File: config.mk
export PLATFORM = sky130hd
export DESIGN_NAME = dev_bus_arbiter
export DESIGN_NICKNAME = d
export VERILOG_FILES = /design/src/rtl/dev_bus_arbiter.sv
export SDC_FILE = /design/constraint.sdc
export NUM_CORES = 1
export LEC_CHECK = 0
export CORE_MARGIN = 5
export CORE_UTILIZATION = 35
export CTS_CLUSTER_DIAMETER = 150
export DETAILED_ROUTE_END_ITERATION = 8
export HOLD_SLACK_MARGIN = 0.1
export PLACE_DENSITY = 0.77
export REMOVE_ABC_BUFFERS = 1
export SLEW_MARGIN = 0
export SYNTH_ARGS = -nofsm -noshare
export SYNTH_HDL_FRONTEND = slang
export SYNTH_SLANG_ARGS = --single-unit
export TNS_END_PERCENT = 10
File: constraint.sdc
create_clock -name clk -period 2 [get_ports clk]
set_clock_uncertainty 0.15 [all_clocks]
set_input_delay 0.3 -clock clk [delete_from_list [all_inputs] [get_ports clk]]
set_output_delay 0.3 -clock clk [all_outputs]
set_load 0.01 [all_outputs]
File: src/rtl/dev_bus_arbiter.sv
// Two-master arbiter for the timer device bus: request/grant/ack FSM, address decode, read mux and HWInt register.
// Define DEV_BUS_ARB_FIXED_PRIO_EN for fixed M0 priority; otherwise arbitration is round-robin.
module dev_bus_arbiter #(
  parameter logic [31:0] DEV0_BASE = 32'h0000_7F00,
  parameter logic [31:0] DEV1_BASE = 32'h0000_7F10,
  parameter int          DEV_WORDS = 3
) (
  input  logic        clk,
  input  logic        reset,
  input  logic        m0_req,
  input  logic        m0_we,
  input  logic [31:0] m0_addr,
  input  logic [31:0] m0_wd,
  output logic        m0_ack,
  output logic        m0_err,
  output logic [31:0] m0_rd,
  input  logic        m1_req,
  input  logic        m1_we,
  input  logic [31:0] m1_addr,
  input  logic [31:0] m1_wd,
  output logic        m1_ack,
  output logic        m1_err,
  output logic [31:0] m1_rd,
  output logic [31:0] DEV_Addr,
  output logic [31:0] DEV_WD,
  output logic        DEV0_WE,
  output logic        DEV1_WE,
  input  logic [31:0] DEV0_RD,
  input  logic [31:0] DEV1_RD,
  input  logic        intrp0,
  input  logic        intrp1,
  output logic [5:0]  HWInt
);

  localparam logic [31:0] DEV0_LAST = DEV0_BASE + 32'(4 * DEV_WORDS - 1);
  localparam logic [31:0] DEV1_LAST = DEV1_BASE + 32'(4 * DEV_WORDS - 1);

  typedef enum logic [1:0] {
    S_IDLE,
    S_ACCESS,
    S_RESP
  } state_t;

  state_t      r_state;
  state_t      w_nextState;

  logic        r_grant;
  logic        r_we;
  logic [31:0] r_addr;
  logic [31:0] r_wd;

  logic        r_m0Ack;
  logic        r_m0Err;
  logic [31:0] r_m0Rd;
  logic        r_m1Ack;
  logic        r_m1Err;
  logic [31:0] r_m1Rd;
  logic [5:0]  r_hwInt;

  logic        w_anyReq;
  logic        w_pick;
  logic        w_hit0;
  logic        w_hit1;
  logic        w_aligned;
  logic        w_ok;
  logic        w_err;
  logic [31:0] w_rdData;
  logic        w_respond;

`ifdef DEV_BUS_ARB_FIXED_PRIO_EN
  always_comb begin
    w_pick = ~m0_req;
  end
`else
  logic r_lastGrant;

  // w_pick: 0 selects M0, 1 selects M1; contention goes to the master not served last
  always_comb begin
    w_pick = 1'b0;
    if (m0_req && m1_req) begin
      w_pick = ~r_lastGrant;
    end else if (m1_req) begin
      w_pick = 1'b1;
    end
  end

  always_ff @(posedge clk) begin
    if (!reset) begin
      r_lastGrant <= 1'b1;
    end else if (r_state == S_IDLE && w_anyReq) begin
      r_lastGrant <= w_pick;
    end
  end
`endif

  assign w_anyReq = m0_req | m1_req;

  always_ff @(posedge clk) begin
    if (!reset) begin
      r_state <= S_IDLE;
    end else begin
      r_state <= w_nextState;
    end
  end

  always_comb begin
    w_nextState = r_state;
    case (r_state)
      S_IDLE:   if (w_anyReq) w_nextState = S_ACCESS;
      S_ACCESS: w_nextState = S_RESP;
      S_RESP:   w_nextState = S_IDLE;
      default:  w_nextState = S_IDLE;
    endcase
  end

  // Winner's request is captured once so the bus stays stable through ACCESS and RESP
  always_ff @(posedge clk) begin
    if (!reset) begin
      r_grant <= 1'b0;
      r_we    <= 1'b0;
      r_addr  <= 32'h0;
      r_wd    <= 32'h0;
    end else if (r_state == S_IDLE && w_anyReq) begin
      r_grant <= w_pick;
      r_we    <= w_pick ? m1_we   : m0_we;
      r_addr  <= w_pick ? m1_addr : m0_addr;
      r_wd    <= w_pick ? m1_wd   : m0_wd;
    end
  end

  assign w_hit0    = (r_addr >= DEV0_BASE) && (r_addr <= DEV0_LAST);
  assign w_hit1    = (r_addr >= DEV1_BASE) && (r_addr <= DEV1_LAST);
  assign w_aligned = (r_addr[1:0] == 2'b00);
  assign w_ok      = (w_hit0 | w_hit1) & w_aligned;
  assign w_err     = ~w_ok;
  assign w_respond = (r_state == S_ACCESS);

  always_comb begin
    w_rdData = 32'h0;
    if (!r_we && w_ok) begin
      w_rdData = w_hit0 ? DEV0_RD : DEV1_RD;
    end
  end

  assign DEV_Addr = r_addr;
  assign DEV_WD   = r_wd;
  assign DEV0_WE  = w_respond && r_we && w_hit0 && w_aligned;
  assign DEV1_WE  = w_respond && r_we && w_hit1 && w_aligned;

  // Responses are registered at the ACCESS->RESP edge; rd/err hold until that master's next ack
  always_ff @(posedge clk) begin
    if (!reset) begin
      r_m0Ack <= 1'b0;
      r_m0Err <= 1'b0;
      r_m0Rd  <= 32'h0;
      r_m1Ack <= 1'b0;
      r_m1Err <= 1'b0;
      r_m1Rd  <= 32'h0;
    end else begin
      r_m0Ack <= w_respond && !r_grant;
      r_m1Ack <= w_respond && r_grant;
      if (w_respond && !r_grant) begin
        r_m0Err <= w_err;
        r_m0Rd  <= w_rdData;
      end
      if (w_respond && r_grant) begin
        r_m1Err <= w_err;
        r_m1Rd  <= w_rdData;
      end
    end
  end

  assign m0_ack = r_m0Ack;
  assign m0_err = r_m0Err;
  assign m0_rd  = r_m0Rd;
  assign m1_ack = r_m1Ack;
  assign m1_err = r_m1Err;
  assign m1_rd  = r_m1Rd;

  always_ff @(posedge clk) begin
    if (!reset) begin
      r_hwInt <= 6'b0;
    end else begin
      r_hwInt <= {4'b0000, intrp1, intrp0};
    end
  end

  assign HWInt = r_hwInt;

endmodule

* Word-level counts from Yosys, hierarchy flattened
Cells that the tools add are included.
Storage, ports and cells: register bits after elaboration 143, input port bits 200, ROM bits 0, latch bits 0, memories kept 0, bits in writable memories 0, output and inout bits 140
Operators by class: reduce and logical (&&, ||, !) cells 16, div/mod/pow operators 0, order comparisons 4, equality and inequality tests 2, bitwise operators 5, $mul 0, shift-type cells 0, muxes and demuxes 9, add/subtract/negate cells 0
Operators with widths (count):
- 32-bit 2-to-1 mux | 4
- 32-bit by 15-bit greater-or-equal comparator with 1-bit output, second input constant | 2
- 32-bit by 15-bit less-or-equal comparator with 1-bit output, second input constant | 2
- 1-bit logical AND | 12
- 2-bit logical NOT | 2
- 2-bit one-hot mux with 2 select lines | 1
- 1-bit 2-to-1 mux | 3
- 2-bit by 1-bit equality test with 1-bit output, second input constant | 1
- 1-bit logical NOT | 2
- 2-bit 2-to-1 mux | 1
- 2-bit inequality test, second input constant | 1
- 1-bit inverter | 2
- 1-bit OR | 2
- 1-bit bitwise AND | 1

* Longest topological paths before layout
Gate-level depths: netlist (run 1).
depth after elaboration 6, gate-level depth with buffers 7, gate-level depth less buffers 5

* Least setup slack after synthesis (run 1)
OpenSTA, ideal clock, no wires.
kind register to register, start point reg r_addr[3], in the netlist DEV_Addr[3], end point reg r_m0Rd[11], in the netlist m0_rd[11], clock period less this slack 2.050 ns, setup slack -0.050 ns, stages on the path, launching flop included 8, data required time 1.703 ns, arrival time 1.753 ns, buffers on the path 2, library setup time 0.147 ns, cell sequence dfxtp_1 > nand3_2 > a21oi_4 > nor3b_2 > buf_4 > buf_12 > mux2i_1 > a211oi_2
On the way: longest elaborated chain between the ends 6
RTL lines:
- start, declared | line 49 | logic [31:0] r_addr;
- start signal, assigned | line 126 | r_addr <= w_pick ? m1_addr : m0_addr;
- 32-bit by 15-bit greater-or-equal comparator with 1-bit output (tied with other cells) | line 131 | assign w_hit0 = (r_addr >= DEV0_BASE) && (r_addr <= DEV0_LAST);
- 1-bit logical AND (on tied branches) | line 131, 132
- 1-bit OR | line 134 | assign w_ok = (w_hit0 | w_hit1) & w_aligned;
- 1-bit bitwise AND | line 134
- 1-bit logical AND | line 140 | if (!r_we && w_ok) begin
- 32-bit 2-to-1 mux (*) | line 140
- end signal, assigned | line 164 | r_m0Rd <= w_rdData;
- end, declared | line 54 | logic [31:0] r_m0Rd;
Mark *: on every way between the ends. The rest lies on a longest branch, timed or not. A chain may end at the register's enable or synchronous reset.

* Final worst setup path (run 1)
start point reg r_addr[26], in the netlist DEV_Addr[26], end point out DEV0_WE
On the way: longest elaborated chain between the ends 4
RTL lines:
- 32-bit by 15-bit greater-or-equal comparator with 1-bit output / 32-bit by 15-bit less-or-equal comparator with 1-bit output (equally long branches) | line 131
- 1-bit logical AND (*) | line 131
- 1-bit logical AND (*) (2 in a row) | line 147 | assign DEV0_WE = w_respond && r_we && w_hit0 && w_aligned;
- end, declared | line 26 | output logic DEV0_WE,
Marks and branches as above.

==> metrics.txt, run 1 <==
count leader, synth=dfxtp_1; Synth Area in Adders=0; sequential area share after synthesis=0.457; Pre-Repair DR Iteration Count=4; Netlist cell types=38; Layout Nets=~1.2k; FF-to-FF Start=DEV_Addr[26]; WL per Instance=18.0 µm; post-synth top area share=0.457; Post-synth EDFFs=0; Synth Area in XOR/XNOR=0; gpl congestion=0.845; Die H=142 µm; unrepaired setup endpoints after global routing=yes; main combinational cell family by area after synthesis=compound AO/OA/AOI/OAI gates; Port Buffers=335; yosys warns=0; Die X=142 µm; CP max-delay cell=dfxtp_1; Max stage delay on crit path=0.34 ns; fin crit period=2.22 ns; CP max FO=3; first-pass GRT wire length=33500 µm; Synth Area in Compound Gates=0.200; I/O pin count=340; worst setup slack after layout=-0.222 ns; Final Cycle Share=1.11; TritonCTS clock tree=yes; FF-to-FF path depth=8; Final Util=0.637; GRT overflow=0; post-route insts no fill=1234; layout cells sized above 1=0.182; DR DRC count=0; Slew Viols, Final=0; Reg2Reg Capture Point=m1_rd[2]; via count=6014; worst path required time=1.55 ns; Initial Utilization=0.355; Buf/Inv on CP=2; top post-synthesis cells by count=139 x dfxtp_1, 126 x nor2_1, 97 x a211oi_1; Synth Flop Type=dfxtp_1; hold crit path type=reg -> reg; FF+latch area=2790 µm²; Worst setup EP type=output pin; Yosys reg bits=139; pin count of the biggest net entering global routing=49; # setup viols final=55; DP Worst Slack=-0.484 ns; Total Wirelength=22200 µm; area of the multi-input gates=~3200 µm²; post-synth top area cell=dfxtp_1; die area=about 20000 µm²; GR Util All Layers=0.211; CP Class=reg -> out; Peak supply drop=around 0.56 mV; Post-Synth Simple-Gate Area=0.118; clock-pin slew on the worst setup and hold paths=approximately 0.06 ns; P&R area growth vs syn=79.8%; startpoint types=flip-flop; Syn Std Cell Area=6090 µm²; CTS H-tree lvls=4; Hold EP=m0_rd[20]; number of CTS-inserted buffers=17; # hold bufs at CTS=0; number of antenna violations at the first check in global routing=0; Synth async-reset ratio=0; max_cap viols=0; Leak Pwr=4.08 nW; DP Cell Count=1201; vias in the first global route=6224; Iter 0 DRT Violations=177; achievable frequency=0.450 GHz; worst-skew pair later-pin latency=~0.41 ns; clk sinks=139; Hold Fails Final Rpt=0; delay-heaviest family, CP=simple AND/OR/NAND/NOR gates; status=finished with violations; Core ar.=17200 µm²; Power Dens Cells=763 nW/µm²; Post-DRT Antenna Nets=0; WP data arrival=1.77 ns; post-DR vias/cell=4.87; Cells after Synth=620; clock root cell=clkbuf_16; row count=48; CP Cell Sequence=nor4_4, nand4_1, buf_6, nor3b_4, and2_1, buf_2; multiplexer share of the synthesized area=0.174; fillers=1437; Final HPWL DP=17300 µm; syn avg cell area=9.82 µm²; hold path depth=2; hold path start=m0_rd[20]; internal reg-to-reg setup slack=-0.22 ns; top cells by area, synth=dfxtp_1 46%, mux2i_1 16%, a211oi_1 12%; Diodes inserted=0; CTS Buffer Depth=2; violated checks=setup timing
[registers in the layout (all words and copies together), names as in the netlist, 2 cells and up]
register and cells:
r_state 2, HWInt 2, m1_rd 32, DEV_WD 32
m0_rd 32, DEV_Addr 32
[how the worst max path moves through the flow]
stage / startpoint / endpoint / slack [ns] / depth (start not counted)
4_1_cts: DEV_Addr[31] / DEV0_WE / -0.29 / 6
3_5_place_dp: DEV_Addr[9] / m0_rd[6] / -0.48 / 9
5_1_grt: DEV_Addr[31] / DEV0_WE / -0.35 / 6
2_1_floorplan: m1_req / DEV_Addr[0] / -3.67 / 3
6_report: DEV_Addr[26] / DEV0_WE / -0.22 / 6
3_3_place_gp: DEV_Addr[9] / DEV0_WE / -0.43 / 7
[layout by cell type (no fill, tap or decap), drive strengths merged, types with 2 or more instances in the layout]
master / Yosys / final
nand2: 11 / 11
nor4b: 2 / 2
clkinv: 0 / 5
nor3: 2 / 2
mux2: 9 / 9
a211oi: 121 / 121
nor2b: 2 / 2
dfxtp: 139 / 139
a21oi: 21 / 21
inv: 2 / 6
o21ai: 5 / 5
and3: 2 / 2
nor2: 126 / 126
and2: 5 / 5
buf: 21 / 79
mux2i: 96 / 96
nor4: 2 / 2
clkinvlp: 0 / 2
nand2b: 2 / 2
clkdlybuf4s50: 0 / 332
conb: 1 / 4
clkbuf: 37 / 20
nand3: 4 / 4
nor4bb: 2 / 2
[worst register-to-register path, cell delays in order (launching register included)]
cell      delay [ns]
dfxtp_1         0.34
nor4_4          0.30
nand4_1         0.14
buf_6           0.16
nor3b_4         0.17
buf_4           0.22
buf_12          0.21
mux2i_2         0.31
a211oi_2        0.10
[what timing repair did]
item                                    4_1_cts  5_1_grt
endpoints found under the setup margin       68       69
gates cloned                                  0        0
resized for setup                            31       17
buffers inserted                              2        0
pin swaps                                     8        3
[routing by layer]
metal | track usage | vias to the layer above | share of wire
li1 | - | 2996 | -
met1 | 0.247 | 2751 | 0.40
met2 | 0.366 | 246 | 0.49
met3 | 0.0772 | 21 | 0.096
met4 | 0.0571 | 0 | 0.015
met5 | 0 | - | 0
[logic make-up after synthesis]
family | after synthesis
other cells | 1
compound gates | 151
flops | 139
mux | 105
simple gates | 164
buf+inv | 60
[stage by stage]
stage	power (mW)	instance area, µm²	hold WS [ns]	TNS [ns]
floorplan	4.09	5800	0.226	-328.05
global placement	5.34	10200	0.291	-20.92
detailed placement	5.37	10200	0.298	-26.21
global route	8.74	10900	0.323	-15.97
CTS	8.42	10900	0.308	-10.40
finish	8.35	10900	0.310	-8.32
[area by class of cell]
class	instances	share of cell area
Timing Repair Buffer	412	0.375
Multi-Input combinational cell	424	0.293
Clock inverter	12	0.0103
Tap cell	225	0.0257
Sequential cell	139	0.254
Inverter	2	0.000686
Clock buffer	20	0.0408
[power by group]
| part | internal [mW] | switching (mW) | leakage, nW | total (mW) |
|---|---|---|---|---|
| Sequential | 3.02 | 0.159 | 1.14 | 3.18 |
| Clock | 1.76 | 1.24 | 0.272 | 3.00 |
| Combinational | 1.27 | 0.909 | 2.67 | 2.18 |
| Total | 6.04 | 2.31 | 4.08 | 8.35 |
(Power assumes the default switching activity.)
==> inputs of run 2 (changes only) <==
Settings changed: CORE_AREA set to 5 5 131 133, CORE_MARGIN 5 to not set, CORE_UTILIZATION 35 to not set, DIE_AREA set to 0 0 136 138, PLACE_DENSITY 0.77 to 0.81.
Clock period 2 ns to 2.75 ns, I/O delays scaled along.
==> metrics.txt, run 2 (synthesized netlist as in run 1, its figures left out) <==
Total Wirelength=21900 µm (was 22200 µm); first-pass GRT wire length=33100 µm (was 33500 µm); Initial Utilization=0.388 (was 0.355); status=finished clean (was finished with violations); Pre-Repair DR Iteration Count=4 (unchanged); # hold bufs at CTS=0 (unchanged); Hold Fails Final Rpt=0 (unchanged); GR Util All Layers=0.225 (was 0.211); Area after DPL=9710 µm² (was 10200 µm²); area of the multi-input gates=3070 µm² (was 3210 µm²); P&R area growth vs syn=70.0% (was 79.8%); row count=46 (was 48); via count=5797 (was 6014); number of CTS-inserted buffers=17 (unchanged); Core ar.=15700 µm² (was 17200 µm²); WP data arrival=2.02 ns (was 1.77 ns); hold path depth=2 (unchanged); Slew Viols, Final=0 (unchanged); hold crit path type=reg -> reg (unchanged); most common cell after layout, fill and taps aside=clkdlybuf4s50_1 (unchanged); internal reg-to-reg setup slack=0.31 ns (was -0.22 ns); CTS H-tree lvls=4 (unchanged); Iter 0 DRT Violations=243 (was 177); worst-skew pair later-pin latency=0.42 ns (was 0.41 ns); most frequent cells in the layout=333 x clkdlybuf4s50_1, 139 x dfxtp_1, 126 x nor2_1 (was 332 x clkdlybuf4s50_1, 137 x dfxtp_1, 126 x nor2_1); achievable frequency=approximately 0.39 GHz; startpoint types=flip-flop (unchanged); Final Cycle Share=0.938; unrepaired setup endpoints after global routing=no (was yes); DP Worst Slack=0.245 ns (was -0.484 ns); TritonCTS clock tree=yes (unchanged); clock root cell=clkbuf_16 (unchanged); CP max FO=4 (was 3); Die H=138 µm (was 142 µm); FF-to-FF Start=DEV_Addr[10] (was DEV_Addr[26]); clk sinks=139 (unchanged); Peak supply drop=0.372 mV (was 0.557 mV); post-DR vias/cell=4.96 (was 4.87); max_cap viols=0 (unchanged); # setup viols final=0 (was 55); Worst setup EP type=output pin (unchanged); Final HPWL DP=16800 µm (was 17300 µm); post-CTS setup buffer count=0 (was 2); Layout Nets=1140 (was 1196); Hold WS=0.307 ns (was 0.310 ns); CTS Buffer Depth=2 (unchanged); die area=18800 µm² (was 20100 µm²); layout cells sized above 1=0.104 (was 0.182); clock-pin slew on the worst setup and hold paths=0.06 ns (about the same); gpl congestion=0.788 (was 0.845); CP Class=reg -> out (unchanged); worst path required time=2.19 ns (was 1.55 ns); worst setup slack after layout=0.170 ns (was -0.222 ns); Hold EP=m0_rd[31] (was m0_rd[20]); Leak Pwr=3.73 nW (was 4.08 nW); Power Dens Cells=596 nW/µm² (was 763 nW/µm²); number of antenna violations at the first check in global routing=1 (was 0); Port Buffers=335 (unchanged); hold path start=m0_rd[31] (was m0_rd[20]); vias in the first global route=5960 (was 6224); WL per Instance=18.7 µm (was 18.0 µm); Post-DRT Antenna Nets=0 (unchanged); fin crit period=between 2 and 3 ns; DR DRC count=0 (unchanged); pin count of the biggest net entering global routing=66 (was 49); fin area=10300 µm² (was 10900 µm²); Reg2Reg Capture Point=m1_rd[6] (was m1_rd[2]); FF-to-FF path depth=8 (unchanged); Die X=136 µm (was 142 µm); fillers=1298 (was 1437); I/O pin count=340 (unchanged); GRT overflow=0 (unchanged); FF+latch area=2780 µm² (was 2790 µm²)
[run 2: cell count changes in the layout (fill, tap and decap cells not counted), moves of 3 or more]
cell and delta:
bufinv_16 +3, buf_12 -6, mux2i_2 -19, mux2i_1 +20, buf_4 -47
[run 2: per-stage QoR]
stage | cells | setup TNS [ns] | total power, mW | util
floorplan | 565 | -243.32 | 2.97 | -
global placement | 1137 | 0 | 3.76 | 0.618
detailed placement | 1137 | 0 | 3.77 | 0.618
CTS | 1168 | 0 | 6.22 | 0.659
global route | 1169 | 0 | 6.45 | 0.659
finish | 1169 | 0 | 6.17 | 0.659
[run 2: cell type report]
type	instances	share of cell area
Antenna cell	1	0.000242
Timing Repair Buffer	356	0.347
Sequential cell	139	0.269
Clock inverter	14	0.0189
Clock buffer	17	0.0411
Multi-Input combinational cell	424	0.297
Tap cell	216	0.0261
Inverter	2	0.000725
[run 2: worst max-delay path by stage]
stage / from / to / slack [ns] / cells past startpoint
after CTS: DEV_Addr[9] / DEV0_WE / 0.13 / 6
after detailed placement: DEV_Addr[9] / m1_rd[2] / 0.24 / 8
final: DEV_Addr[10] / DEV0_WE / 0.17 / 6
after global placement: DEV_Addr[9] / DEV0_WE / 0.29 / 6
after global routing: DEV_Addr[17] / DEV0_WE / 0.03 / 5
after floorplan: m1_req / DEV_Addr[0] / -3.03 / 3
[run 2: where the power goes]
group	internal (mW)	switching [mW]
Sequential	2.20	0.120
Clock	1.52	0.913
Combinational	0.808	0.611
[run 2: critical path: stages, from the launching register on]
cell and delay (ns):
dfxtp_1 0.34, nor4bb_1 0.31, nand4_1 0.15, buf_4 0.19, nor3b_4 0.18, and2_1 0.15, dlygate4sd2_1 0.27
[run 2: timing repair]
action                     CTS  global route
setup endpoints to repair    2             0
hold endpoints to repair     0             0
resized for setup            4             0
[run 2: metal layers]
layer,vias up,part of all wire,global-route usage
li1,2891,-,-
met1,2622,0.37,0.242
met2,256,0.47,0.373
met3,28,0.13,0.121
met4,0,0.023,0.0833
met5,-,0,0
